### src/rtl/rr_stream_arbiter_if.sv
// Stream bundle for rr_stream_arbiter: N flattened requester lanes in, one tagged beat out.
interface rr_stream_arbiter_if #(
  parameter int dataWidth = 32,
  parameter int numInputs = 4,
  parameter int idWidth   = 2
);
  logic [numInputs*dataWidth-1:0] din;
  logic [numInputs-1:0]           dinValid;
  logic [numInputs-1:0]           dinReady;
  logic [dataWidth-1:0]           dout;
  logic                           doutValid;
  logic                           doutReady;
  logic [idWidth-1:0]             doutId;

  modport master (
    output din, dinValid, doutReady,
    input  dinReady, dout, doutValid, doutId
  );

  modport slave (
    input  din, dinValid, doutReady,
    output dinReady, dout, doutValid, doutId
  );
endinterface

### src/rtl/rr_stream_arbiter.sv
// Round-robin arbiter sharing one registered valid/ready stream among numInputs requesters,
// granting bursts of up to burstLen beats and tagging each beat with its source index.
//
//   state | meaning
//   IDLE  | no owner; pick next valid requester starting at ptr (one cycle, no transfer)
//   GRANT | grant owns the stream until burstLen beats or it drops valid
module rr_stream_arbiter #(
  parameter int dataWidth = 32,
  parameter int numInputs = 4,
  parameter int idWidth   = 2,
  parameter int burstLen  = 4
) (
  input  logic               clock,
  input  logic               reset,
  rr_stream_arbiter_if.slave bus,
  output logic               busy
);
  localparam int CntW = $clog2(burstLen) + 1;
  localparam logic [CntW-1:0]    LastBeat = CntW'(burstLen - 1);
  localparam logic [idWidth-1:0] LastIdx  = idWidth'(numInputs - 1);

  typedef enum logic {IDLE, GRANT} state_t;

  state_t               state, state_nxt;
  logic [idWidth-1:0]   ptr, ptr_nxt;
  logic [idWidth-1:0]   grant, grant_nxt;
  logic [idWidth-1:0]   pick;
  logic                 found;
  logic [CntW-1:0]      count, count_nxt;
  logic [numInputs-1:0] ready;
  logic                 can_load;
  logic                 xfer;
  logic [dataWidth-1:0] dout_q;
  logic [idWidth-1:0]   id_q;
  logic                 valid_q;

  assign can_load = ~valid_q | bus.doutReady;

  // Walk from the highest offset down so the nearest valid index after ptr wins.
  always_comb begin : rr_pick
    int idx;
    pick  = ptr;
    found = 1'b0;
    idx   = 0;
    for (int k = numInputs - 1; k >= 0; k--) begin
      idx = int'(ptr) + k;
      if (idx >= numInputs) idx = idx - numInputs;
      if (bus.dinValid[idx]) begin
        pick  = idWidth'(idx);
        found = 1'b1;
      end
    end
  end

  always_comb begin
    state_nxt = state;
    grant_nxt = grant;
    ptr_nxt   = ptr;
    count_nxt = count;
    ready     = '0;
    xfer      = 1'b0;
    case (state)
      IDLE: begin
        if (found) begin
          grant_nxt = pick;
          count_nxt = '0;
          state_nxt = GRANT;
        end
      end
      GRANT: begin
        ready[grant] = can_load;
        xfer         = bus.dinValid[grant] & can_load;
        if (xfer) count_nxt = count + CntW'(1);
        // A dropped valid can never coincide with a transfer, so it always ends the grant.
        if ((xfer && count == LastBeat) || !bus.dinValid[grant]) begin
          state_nxt = IDLE;
          ptr_nxt   = (grant == LastIdx) ? '0 : grant + idWidth'(1);
          count_nxt = '0;
        end
      end
      default: state_nxt = IDLE;
    endcase
  end

  always_ff @(posedge clock or negedge reset) begin
    if (!reset) begin
      state   <= IDLE;
      ptr     <= '0;
      grant   <= '0;
      count   <= '0;
      dout_q  <= '0;
      id_q    <= '0;
      valid_q <= 1'b0;
    end else begin
      state <= state_nxt;
      ptr   <= ptr_nxt;
      grant <= grant_nxt;
      count <= count_nxt;
      if (xfer) begin
        dout_q  <= bus.din[grant*dataWidth +: dataWidth];
        id_q    <= grant;
        valid_q <= 1'b1;
      end else if (bus.doutReady) begin
        valid_q <= 1'b0;
      end
    end
  end

  assign bus.dinReady  = ready;
  assign bus.dout      = dout_q;
  assign bus.doutValid = valid_q;
  assign bus.doutId    = id_q;
  assign busy          = (state == GRANT);
endmodule

### src/flat_wrapper.sv
// flat-port wrapper written by rule: the top's interface ports become plain ports
module rr_stream_arbiter_flat 
#(
  parameter int dataWidth = 32,
  parameter int numInputs = 4,
  parameter int idWidth   = 2,
  parameter int burstLen  = 4
)
  (clock, reset, busy, bus_din, bus_dinValid, bus_doutReady, bus_dinReady, bus_dout, bus_doutValid, bus_doutId);
  rr_stream_arbiter_if #(.dataWidth(dataWidth), .numInputs(numInputs), .idWidth(idWidth)) bus_i ();
  input  logic clock;
  input  logic reset;
  output logic busy;
  input wire logic [$bits(bus_i.din)-1:0] bus_din;
  input wire logic [$bits(bus_i.dinValid)-1:0] bus_dinValid;
  input wire logic [$bits(bus_i.doutReady)-1:0] bus_doutReady;
  output wire logic [$bits(bus_i.dinReady)-1:0] bus_dinReady;
  output wire logic [$bits(bus_i.dout)-1:0] bus_dout;
  output wire logic [$bits(bus_i.doutValid)-1:0] bus_doutValid;
  output wire logic [$bits(bus_i.doutId)-1:0] bus_doutId;
  assign bus_i.din = bus_din;
  assign bus_i.dinValid = bus_dinValid;
  assign bus_i.doutReady = bus_doutReady;
  assign bus_dinReady = bus_i.dinReady;
  assign bus_dout = bus_i.dout;
  assign bus_doutValid = bus_i.doutValid;
  assign bus_doutId = bus_i.doutId;
  rr_stream_arbiter #(.dataWidth(dataWidth), .numInputs(numInputs), .idWidth(idWidth), .burstLen(burstLen)) u_core (.clock(clock), .reset(reset), .bus(bus_i), .busy(busy));
endmodule
### config.mk
export PLATFORM = sky130hd
export DESIGN_NAME = rr_stream_arbiter_flat
export DESIGN_NICKNAME = d
export VERILOG_FILES = /design/src/rtl/rr_stream_arbiter_if.sv /design/src/rtl/rr_stream_arbiter.sv /design/src/flat_wrapper.sv
export SDC_FILE = /design/constraint.sdc
export NUM_CORES = 1
export LEC_CHECK = 0
export CAP_MARGIN = 15
export CORE_MARGIN = 2
export CORE_UTILIZATION = 40
export DETAILED_ROUTE_END_ITERATION = 7
export PLACE_DENSITY = 0.94
export SLEW_MARGIN = 10
export SYNTH_ARGS = -nofsm -noshare
export SYNTH_HDL_FRONTEND = slang
export SYNTH_SLANG_ARGS = --single-unit
### constraint.sdc
create_clock -name clock -period 3.72 [get_ports clock]
set_input_delay 0.372 -clock clock [delete_from_list [all_inputs] [get_ports clock]]
set_output_delay 0.372 -clock clock [all_outputs]
set_load 0.01 [all_outputs]
* Word level (Yosys, flattened, before mapping)
Cells that the tools add are included.
** Storage, ports and cells
- ROM bits :: 0
- Input port bits :: 135
- Bits in latches :: 0
- Memories kept :: 0
- Output and inout bits :: 40
- Logic and storage cells :: 84
- Memory bits (writable) :: 0
- Flip-flop bits (word level) :: 43
** Operators by class
- Multiplexer cells :: 40
- Eq/ne operators :: 4
- Multipliers :: 0
- Reduce and logical (&&, ||, !) cells :: 8
- Shifts and indexed selects :: 1
- $add $sub $neg :: 9
- Bitwise logic cells :: 5
- Div/mod/pow operators :: 0
- $lt $le $gt $ge :: 10
** Operators with widths (number)
- < comparator 32 x 4 -> 1 bit, second input constant :: 4
- 2-to-1 mux 32 bit :: 4
- indexed part select 128 x 8 -> 32 bit :: 1
- >= comparator 32 x 4 -> 1 bit, second input constant :: 3
- subtractor 32 x 4 -> 32 bit, second input constant :: 3
- 2-to-1 mux 1 bit :: 19
- binary-select mux 1 bit (select 2 bit) :: 5
- 2-to-1 mux 2 bit :: 5
- 2-to-1 mux 3 bit :: 3
- adder 2 x 2 -> 3 bit, second input constant :: 2
- case mux 3 bit (2 select lines) :: 1
- AND reduction 2 bit :: 3
- AND 4 bit :: 1
- 2-to-1 mux 4 bit :: 1
- subtractor 2 x 3 -> 4 bit, second input constant :: 1
- adder 2 x 1 -> 3 bit, second input constant :: 1
- adder 3 x 1 -> 3 bit, second input constant :: 1
- equality test 3 x 2 -> 1 bit, second input constant :: 1
- >= comparator 2 x 3 -> 1 bit, second input constant :: 1
- < comparator 2 x 3 -> 1 bit, second input constant :: 1
- != test 3 bit, second input constant :: 1
- adder 2 x 1 -> 2 bit, second input constant :: 1
- demux 1 bit (select 2 bit) :: 1
- equality test 2 bit, second input constant :: 1
- other kinds (10) :: 12

* Logic depth before layout (Yosys ltp)
Gate-level depths: netlist of the first run.
- Word-level depth :: 12
- Mapped depth :: 6
- Gate-level depth less buffers :: 6

* Worst setup path before layout of the first run
Ideal clock, no wire load.
- Path kind :: reg2reg
- Start :: reg u_core.grant[0]
- End :: reg u_core.dout_q[0] (netlist: u_core.bus.dout[0])
- Slack :: 1.885 ns
- Path buffers :: 2
- Cell stages (with the launch flop) :: 6
- Required time :: 3.595 ns
- Data arrival time :: 1.710 ns
- Clock period less this slack :: 1.835 ns
- Setup time :: 0.125 ns
- Cell sequence :: dfrtp_1 > buf_6 > mux4_2 > nand3_4 > buf_12 > mux2_4
** Between the ends
- Longest elaborated chain between the ends :: 4
- Elaborated cells between the ends (all ways) :: 5
- Classes of those cells :: 1 x shift; 3 x mux; 1 x bitwise
** RTL lines
- start, declared :: RTL line rr_stream_arbiter.sv:26 : logic [idWidth-1:0] grant, grant_nxt;
- start signal, assigned :: RTL line rr_stream_arbiter.sv:97 : grant <= grant_nxt;
- branches (longest 4 deep; another with indexed part select 128 x 8 -> 32 bit)
- end signal, assigned :: RTL line rr_stream_arbiter.sv:100 : dout_q <= bus.din[grant*dataWidth +: dataWidth];
- end, declared :: RTL line rr_stream_arbiter.sv:33 : logic [dataWidth-1:0] dout_q;
Parallel ways; which one is timed is not known. The select of a mux whose other input is x is not followed.
A chain may end at the register's enable or synchronous reset.

* Worst setup path in the final report of the first run
- Start :: reg u_core.grant[0]
- End :: out bus_dinReady[3]
** Between the ends
- Longest elaborated chain between the ends :: 6
- Elaborated cells between the ends (all ways) :: 7
- Classes of those cells :: 2 x order compare; 3 x mux; 1 x bitwise; 1 x reduce/logical
** RTL lines
- < comparator 2 x 3 -> 1 bit (not written as such) / >= comparator 2 x 1 -> 1 bit (equally long branches) :: RTL line rr_stream_arbiter.sv:71 : ready[grant] = can_load;
- logical AND 1 bit (not written as such) :: RTL line rr_stream_arbiter.sv:71
- 2-to-1 mux 1 bit (not written as such) :: RTL line rr_stream_arbiter.sv:71
- demux 1 bit (select 2 bit) *
- AND 4 bit (no source line) *
- 2-to-1 mux 4 bit * :: RTL line rr_stream_arbiter.sv:62 : case (state)
- end, declared :: RTL line flat_wrapper.sv:17 : output wire logic [$bits(bus_i.dinReady)-1:0] bus_dinReady;
Mark *: on every way between the ends. The rest lies on a longest branch, timed or not.

==> impl_results.md, run 1 <==
- Syn_area_per_cell: between 15 and 20 um2
- LEAKAGE: 1.90 nW
- Initial antenna violation count: 0
- Maxcap violations: 0
- Share of cells above drive strength 1: between 20% and 30%
- Avg Vias per Cell: approximately 5.3
- Pwr dens: 699 nW/um2
- Final setup violation count: 0
- Slew HR: 36.2%
- Final HPWL DP: 6.45 mm
- CP cell instances: buf_4, ha_1, and3_1, clkdlybuf4s50_1
- Num CTS Buffers: 5
- DRT Wirelength: around 8.0 mm
- Final std cells w/o fill: roughly 430
- Maximum VDD drop: around 0.00045 V
- Area of the multi-input gates: around 1600 um2
- Post-synth EDFFs: 0
- Sequential element share of the synthesized area: between 30% and 40%
- GP Congestion: 0.791
- Max layer used: met4
- Iter 0 DRT Violations: 61
- Status: finished clean
- Global-route wire length before repair: 12.3 mm
- Routed wl met2: 4.43 mm
- Startpoint Class: flop
- Clock edge transition at the registers on the reported setup and hold paths: 0.08 ns
- # IOs: 175
- Root Driver: clkbuf_8
- Initial core utilization: about two fifths
- Peak Freq: 363 MHz
- Port buffer count: between 150 and 200
- Vias in the first global route: around 2400
- Cell Rows: 30
- Crit-path max cell delay: just under 0.7 ns
- Core area: around 6700 um2
- Post-CTS Hold Buffers: 0
- Worst EP arrival: ~2.4 ns
- Worst R2R Start: u_core.grant[0]
- Drt first pass iters: 4
- Slew Viols, Final: 0
- Warnings from Yosys: 0
- Die ar.: 7570 um2
- Total Routing Usage GR: 21.3%
- Met1 WL: between 2 and 3 mm
- Yosys top cell area share: roughly two fifths
- Top post-synthesis cells by count: dfrtp_1 (43), mux4_2 (33), mux2_4 (25), mux2_2 (12)
- Inserted Diodes: 0
- Crit Path Max Fanout: 22
- CTS tree: yes
- Register bit count reported by yosys: 43
- Pre-CTS WS: ~1.1 ns
- CP Buf/Inv Count: 2
- Yosys top cell by area: dfrtp_1
- Layout area overhead: 66.7%
- Min-Delay Path Class: in2async
- Post-synth top flop: dfrtp_1
- Die Span X: approximately 87 um
- Nets: between 400 and 500
- Crit path max-delay cell type: dfrtp_2
- Largest net degree at the start of global routing: 44
- Post-Syn Instances: 178
- Total congestion overflow: 0
- Syn_nets: about 320
- Max clock buf depth: 2
- Die Y: ~87 um
- Fin Setup TNS: 0 ns
- Critical Path Source: u_core.grant[0]
- CP delay by family, top: buffers and inverters
- PostCTS Resize Cnt: 0
- Unrepaired setup endpoints after global routing: no
- Crit Path Class: reg2out
- Post-CTS setup buffer count: 0
- Critical path endpoint category: output port
- Vias: ~2300
- Worst skew pair latency: 0.29 ns
- Final min period: approximately 2.8 ns
- Clock Skews: between 0.007 and 0.008 ns
- Critical Path RT: roughly 3.4 ns
- WL/cell: 18.6 um
- Final Instance Area: 4600 um2
- CTS H-tree depth: 2
- Ranking of synthesized cells by area: dfrtp_1 (39%), mux4_2 (27%), mux2_4 (14%), mux2_2 (4.9%), ha_1 (2.7%)
- Clk sinks: 43
- # fillers: ~480
- Placed Instances: between 400 and 500
- DRC: 0
- Final ANT Viol Nets: 0
- Netlist cell types: 28
- Tcrit/Tclk final: between 70% and 80%
- FF/Latch Area: about 1100 um2
- Async SR Flop Fraction: 100%
- Most frequent cell after synthesis: dfrtp_1
- Setup ws final: 0.966 ns
- Synth Cell Area: 2760 um2
- Worst Tran Pin Value: between 0.9 and 1 ns
- Post-DP Area: between 4000 and 5000 um2
- Final hold viol count: 0
- WL met3: just under 600 um
[path summary, 6_finish.rpt]
check | to | slack (ns) | cells past startpoint
min in group clock | u_core.bus.doutId[0] | 0.50 | 2
setup reg to reg | u_core.bus.dout[20] | 1.32 | 3
hold / removal | u_core.ptr[0] | 0.22 | 1
hold reg to reg | u_core.bus.doutId[0] | 0.50 | 2
setup / recovery | bus_dinReady[3] | 0.97 | 4
max in group asynchronous | u_core.grant[0] | 2.85 | 1
[layer usage]
metal / vias up / GRT usage [%]
li1: 1032 / -
met4: 0 / 6.39
met1: 1129 / 23.4
met5: - / 0
met2: 99 / 39.6
met3: 10 / 5.97
[power by group]
group | switching (mW) | leakage, nW | internal, mW | total (mW)
clock network | 0.155 | 0.0422 | 0.132 | 0.287
registers | 0.232 | 0.511 | 0.710 | 0.942
logic | 0.690 | 1.35 | 1.30 | 1.99
[flip-flops by register name (all words and copies together) (netlist names)]
name                  cells
u_core.bus.dout          32
u_core.count              3
u_core.bus.doutId         2
u_core.grant              2
u_core.ptr                2
u_core.bus.doutValid      1
u_core.busy               1
[kinds of logic after synthesis]
kind of cell               synth area share (%)
and+or+nand+nor                            5.35
AOI/OAI and AO/OA                          2.59
adders and majority gates                  2.72
DFF                                        39.0
buffers and inverters                      4.49
muxes                                      45.8
[cell type report]
type	count	area share, %
inverter	6	0.490
multi-input combinational	117	33.9
sequential	43	23.4
clock buffer	7	1.66
timing repair buffer	177	38.3
tap	80	2.18
clock inverter	1	0.109
[per-stage QoR]
stage	power, mW	utilization [%]	hold slack, ns
global route	3.44	68.4	0.294
detailed placement	2.97	67.2	0.488
CTS	3.26	68.4	0.257
floorplan	2.21	-	0.0764
global placement	2.88	67.2	0.463
finish	3.22	68.4	0.223
[cells in the final DEF (no fill, tap or decap), types with 2 or more instances in the layout]
cell,count
clkbuf_1,2
mux2_4,25
buf_4,3
clkdlybuf4s50_1,173
and3_1,4
clkbuf_8,5
o211ai_1,2
mux2_2,12
nor2_1,7
inv_1,6
nand3_1,2
dfrtp_1,42
nand2_1,7
nand2b_1,2
ha_1,6
mux4_2,33
o21ai_0,6
nor2b_1,3
Power figures use the tool's default switching activity.
==> inputs of run 2 (changes only) <==
--- a/config.mk
+++ b/config.mk
@@ -7,9 +7,9 @@
 export LEC_CHECK = 0
 export CAP_MARGIN = 15
 export CORE_MARGIN = 2
-export CORE_UTILIZATION = 40
+export CORE_UTILIZATION = 34
 export DETAILED_ROUTE_END_ITERATION = 7
-export PLACE_DENSITY = 0.94
+export PLACE_DENSITY = 0.86
 export SLEW_MARGIN = 10
 export SYNTH_ARGS = -nofsm -noshare
 export SYNTH_HDL_FRONTEND = slang
==> constraint.sdc (replaced) <==
create_clock -name clock -period 2.43 [get_ports clock]
set_input_delay 0.243 -clock clock [delete_from_list [all_inputs] [get_ports clock]]
set_output_delay 0.243 -clock clock [all_outputs]
set_load 0.01 [all_outputs]
==> impl_results.md, run 2 (synthesis gave the netlist of run 1 again) <==
- Peak Freq: 458 MHz
- Core area: ~7800 um2
- Total congestion overflow: 0
- Max reg flops: 32
- Critical Path Source: u_core.grant[0]
- Fin Setup TNS: 0 ns
- # IOs: 175
- WL/cell: ~17 um
- Drt first pass iters: 4
- Largest net degree at the start of global routing: 38
- Final setup violation count: 0
- CTS H-tree depth: 2
- DRC: 0
- Worst setup path endpoint: bus_dinReady[3]
- CP Buf/Inv Count: 2
- Clock edge transition at the registers on the reported setup and hold paths: about 0.09 ns
- # fillers: 644
- Crit path max-delay cell type: clkdlybuf4s50_1
- Share of cells above drive strength 1: 25.0%
- Initial core utilization: a little over a third
- Slew HR: 61.4%
- Pwr dens: ~1100 nW/um2
- Avg Vias per Cell: ~5
- Critical Path RT: between 2 and 2.5 ns
- Final HPWL DP: roughly 6.5 mm
- Terminus of the critical flop-to-flop path: u_core.bus.dout[21]
- CP delay by family, top: buffers and inverters
- Worst R2R Start: u_core.grant[0]
- FF/Latch Area: roughly 1100 um2
- Vias in the first global route: between 2000 and 3000
- Final min period: around 2.2 ns
- Area of the multi-input gates: 1560 um2
- GP Congestion: 0.784
- Most frequent cells in the layout: clkdlybuf4s50_1 (173), dfrtp_1 (41), mux4_2 (33)
- Inserted Diodes: 0
- Cell Rows: 32
- Crit Path Max Fanout: 17
- Critical path endpoint category: output port
- Initial antenna violation count: 0
- Slew Viols, Final: 0
- Worst path depth: 4
- Worst Tran Pin Value: 0.580 ns
- Unrepaired setup endpoints after global routing: no
- Vias: 2245
- Global-route wire length before repair: about 12 mm
- Die ar.: 8850 um2
- Most common cell after layout, fill and taps aside: clkdlybuf4s50_1
- Status: finished clean
- Num CTS Buffers: 5
- Final hold viol count: 0
- PostCTS Resize Cnt: 0
- Min-Delay Path Class: in2async
- Total power: a little under 5 mW
- Final ANT Viol Nets: 0
- R2R setup slack: 0.54 ns
- DRT Wirelength: 7.83 mm
- CP cell instances: buf_4, ha_1, and3_1, clkdlybuf4s50_1
- Clk sinks: 43
- Port buffer count: between 150 and 200
- Maxcap violations: 0
- Crit Path Class: reg2out
- Worst EP arrival: about 1.9 ns
- Tcrit/Tclk final: between 80 and 90%
- Die Y: around 94 um
- R2R depth: 4
- Maximum VDD drop: about 0.00057 V
- Total Routing Usage GR: between 10% and 20%
- Crit-path max cell delay: ~0.53 ns
- Die Span X: 94.1 um
- Max clock buf depth: 2
- Clock Skews: 0.0112 ns
- CTS tree: yes
- Iter 0 DRT Violations: 71
- Layout area overhead: 70.0%
- Root Driver: clkbuf_8
- Final core occ: 60.0%
- Worst skew pair latency: slightly below 0.3 ns
- LEAKAGE: 1.92 nW
- Nets: slightly below 500
- Startpoint Class: flop
## run 2: changes by cell type in the layout (fill, tap and decap cells not counted), sizes merged
cell	before	now
buf	4	8
clkbuf	7	5
dlygate4sd3	0	1
clkinvlp	0	2
## run 2: per-stage QoR
stage / cell area (um2) / worst slack, ns / cells / hold WS (ns)
6_report: 4690 / 0.246 / 458 / 0.471
5_1_grt: 4690 / 0.113 / 458 / 0.527
4_1_cts: 4690 / 0.199 / 458 / 0.480
3_5_place_dp: 4590 / 0.265 / 449 / 0.277
3_3_place_gp: 4590 / 0.313 / 449 / 0.271
2_1_floorplan: 2760 / 0.595 / 178 / -0.0526
## run 2: where the power goes
| group | switching (mW) | leakage (nW) | internal [mW] |
|---|---|---|---|
| clock network | 0.250 | 0.0402 | 0.200 |
| logic | 1.15 | 1.37 | 2.01 |
| registers | 0.261 | 0.510 | 1.09 |
| total | 1.66 | 1.92 | 3.30 |
## run 2: area by class of cell
class / count / share of cell area [%]
Clock buffer: 5 / 1.47
Tap cell: 102 / 2.72
Timing Repair Buffer: 182 / 38.7
Clock inverter: 3 / 0.427
Sequential cell: 43 / 23.0
Inverter: 6 / 0.481
Multi-Input combinational cell: 117 / 33.2
## run 2: worst min-delay path by stage
stage,startpoint,end,slack [ns]
6_report,reset,u_core.ptr[1],0.47
4_1_cts,reset,u_core.bus.doutValid,0.48
2_1_floorplan,reset,u_core.bus.doutId[0],-0.05
3_3_place_gp,reset,u_core.bus.doutValid,0.27
3_5_place_dp,reset,u_core.bus.doutValid,0.28
5_1_grt,reset,u_core.bus.doutValid,0.53
## run 2: metal layers
layer  up-vias  track usage (%)  routed length (um)
li1       1044                -                   -
met1      1102             20.7                2860
met2        95             34.3                4350
met3         4             4.41                 561
met4         0             4.71                  59
met5         -                0                   0
## run 2: worst reg2reg max path, delay by kind of cell (launching register included)
| family | cells | cell delay [ns] |
|---|---|---|
| mux | 2 | 0.98 |
| buf+inv | 1 | 0.24 |
| flops | 1 | 0.42 |
| simple gates | 1 | 0.12 |
## run 2: what timing repair did
action,in CTS,in global routing
hold buffers,1,0
setup buffers,0,0
hold endpoints to repair,25,0
==> inputs of run 3 (changes only) <==
--- a/config.mk
+++ b/config.mk
@@ -9,7 +9,8 @@
 export CORE_MARGIN = 2
 export CORE_UTILIZATION = 34
 export DETAILED_ROUTE_END_ITERATION = 7
-export PLACE_DENSITY = 0.86
+export GPL_TIMING_DRIVEN = 0
+export PLACE_DENSITY = 0.79
 export SLEW_MARGIN = 10
 export SYNTH_ARGS = -nofsm -noshare
 export SYNTH_HDL_FRONTEND = slang
==> impl_results.md, run 3 (synthesis gave the netlist of run 1 again) <==
- Status: finished clean
- Die Y: 94.1 um
- Max reg flops: 32
- LEAKAGE: 1.97 nW
- Maxcap violations: 0
- Clock edge transition at the registers on the reported setup and hold paths: ~0.090 ns
- Clock Skews: 0.00870 ns
- Worst EP arrival: roughly 2.0 ns
- Slew HR: roughly 60%
- WL/cell: about 17 um
- Final ANT Viol Nets: 0
- Startpoint Class: flop
- Layout area overhead: 72.9%
- Final hold viol count: 0
- Crit Path Class: reg2out
- # IOs: 175
- Inserted Diodes: 0
- Final setup violation count: 0
- DRC: 0
- Total power: about 5.2 mW
- Root Driver: clkbuf_8
- Worst skew pair latency: approximately 0.3 ns
- Crit path max-delay cell type: clkdlybuf4s50_1
- Unrepaired setup endpoints after global routing: no
- Vias in the first global route: ~2400
- Crit-path max cell delay: 0.47 ns
- Max clock buf depth: 2
- GP Congestion: about 0.72
- Initial antenna violation count: 0
- Terminus of the critical flop-to-flop path: u_core.bus.dout[30]
- Avg Vias per Cell: slightly below 5
- DRT Wirelength: between 7 and 8 mm
- CTS H-tree depth: 2
- Critical Path RT: about 2.2 ns
- Clk sinks: 43
- Most frequent cells in the layout: clkdlybuf4s50_1 (173), dfrtp_1 (43), mux4_2 (33)
- Port buffer count: about 170
- Share of cells above drive strength 1: about 24%
- Nets: 500
- Total Routing Usage GR: about 18%
- R2R setup slack: between 0.3 and 0.4 ns
- Worst Tran Pin Value: roughly 0.6 ns
- Drt first pass iters: 4
- Largest net degree at the start of global routing: 23
- CTS tree: yes
- Cell Rows: 32
- Slew Viols, Final: 0
- Final min period: about 2.2 ns
- Total congestion overflow: 0
- Die ar.: between 8000 and 9000 um2
- Tcrit/Tclk final: between 90% and 100%
- Final HPWL DP: around 6.4 mm
- Fin Setup TNS: 0 ns
- Core area: a little under 8000 um2
- Vias: approximately 2300
- Iter 0 DRT Violations: 39
- R2R depth: 5
- Num CTS Buffers: 5
- Critical path endpoint category: output port
- Min-Delay Path Class: in2async
- Most common cell after layout, fill and taps aside: clkdlybuf4s50_1
- Maximum VDD drop: slightly above 0.0004 V
- Global-route wire length before repair: about 12 mm
- Peak Freq: around 450 MHz
- Die Span X: around 94 um
- CP cell instances: buf_2, inv_1, ha_1, and3_1, clkdlybuf4s50_1
- Crit Path Max Fanout: 17
- Pwr dens: roughly 1100 nW/um2
- Worst R2R Start: u_core.grant[0]
- PostCTS Resize Cnt: 0
- Initial core utilization: 35.3%
run 3: critical path: cells and delay by family, from the launching register on:
kind | cells | cell delay (ns)
adders and majority gates | 1 | 0.20
buffers and inverters | 3 | 0.98
DFF | 1 | 0.38
and+or+nand+nor | 1 | 0.14
run 3: repair_timing:
action / 4_1_cts / 5_1_grt
hold endpoints to repair: 21 / 0
buffers inserted: 0 / 0
setup endpoints to repair: 3 / 0
hold buffers: 1 / 0
run 3: metrics by stage:
step | cell area, um2 | hold WS (ns) | utilization, % | cells | setup slack, ns
after floorplan | 2760 | -0.0526 | - | 178 | 0.595
after global placement | 4630 | 0.464 | 59.3 | 454 | -0.100
after detailed placement | 4650 | 0.260 | 59.6 | 455 | 0.104
after CTS | 4770 | 0.471 | 61.1 | 462 | 0.141
after global routing | 4770 | 0.513 | 61.1 | 462 | 0.0236
final | 4770 | 0.449 | 61.1 | 462 | 0.187
run 3: final cells by class:
| cell class | count | area (um2) |
|---|---|---|
| Buffer | 10 | 92.6 |
| Clock buffer | 6 | 82.6 |
| Clock inverter | 2 | 35.0 |
| Fill cell | 644 | 3040 |
| Inverter | 6 | 22.5 |
| Multi-Input combinational cell | 117 | 1560 |
| Sequential cell | 43 | 1080 |
| Tap cell | 102 | 128 |
| Timing Repair Buffer | 176 | 1770 |
run 3: worst max-delay path by stage:
| stage | startpoint | slack, ns | to |
|---|---|---|---|
| after floorplan | u_core.grant[0] | 0.59 | u_core.bus.dout[0] |
| after global placement | reset | -0.10 | u_core.bus.dout[11] |
| after detailed placement | u_core.grant[1] | 0.10 | bus_dinReady[0] |
| after CTS | u_core.grant[1] | 0.14 | bus_dinReady[0] |
| after global routing | u_core.grant[1] | 0.02 | bus_dinReady[0] |
| final | u_core.grant[1] | 0.19 | bus_dinReady[0] |
run 3: layer usage:
layer	routed length, um	track usage, %	vias to the layer above	share of wire (%)
li1	-	-	1051	-
met3	620	4.98	5	8.0
met4	72	5.19	0	0.93
met2	4180	31.6	103	54
met5	0	0	-	0
met1	2880	20.1	1092	37
run 3: power by group:
part | switching (mW) | internal [mW]
sequential | 0.216 | 1.09
combinational | 1.19 | 2.07
clock | 0.249 | 0.333
total | 1.66 | 3.49
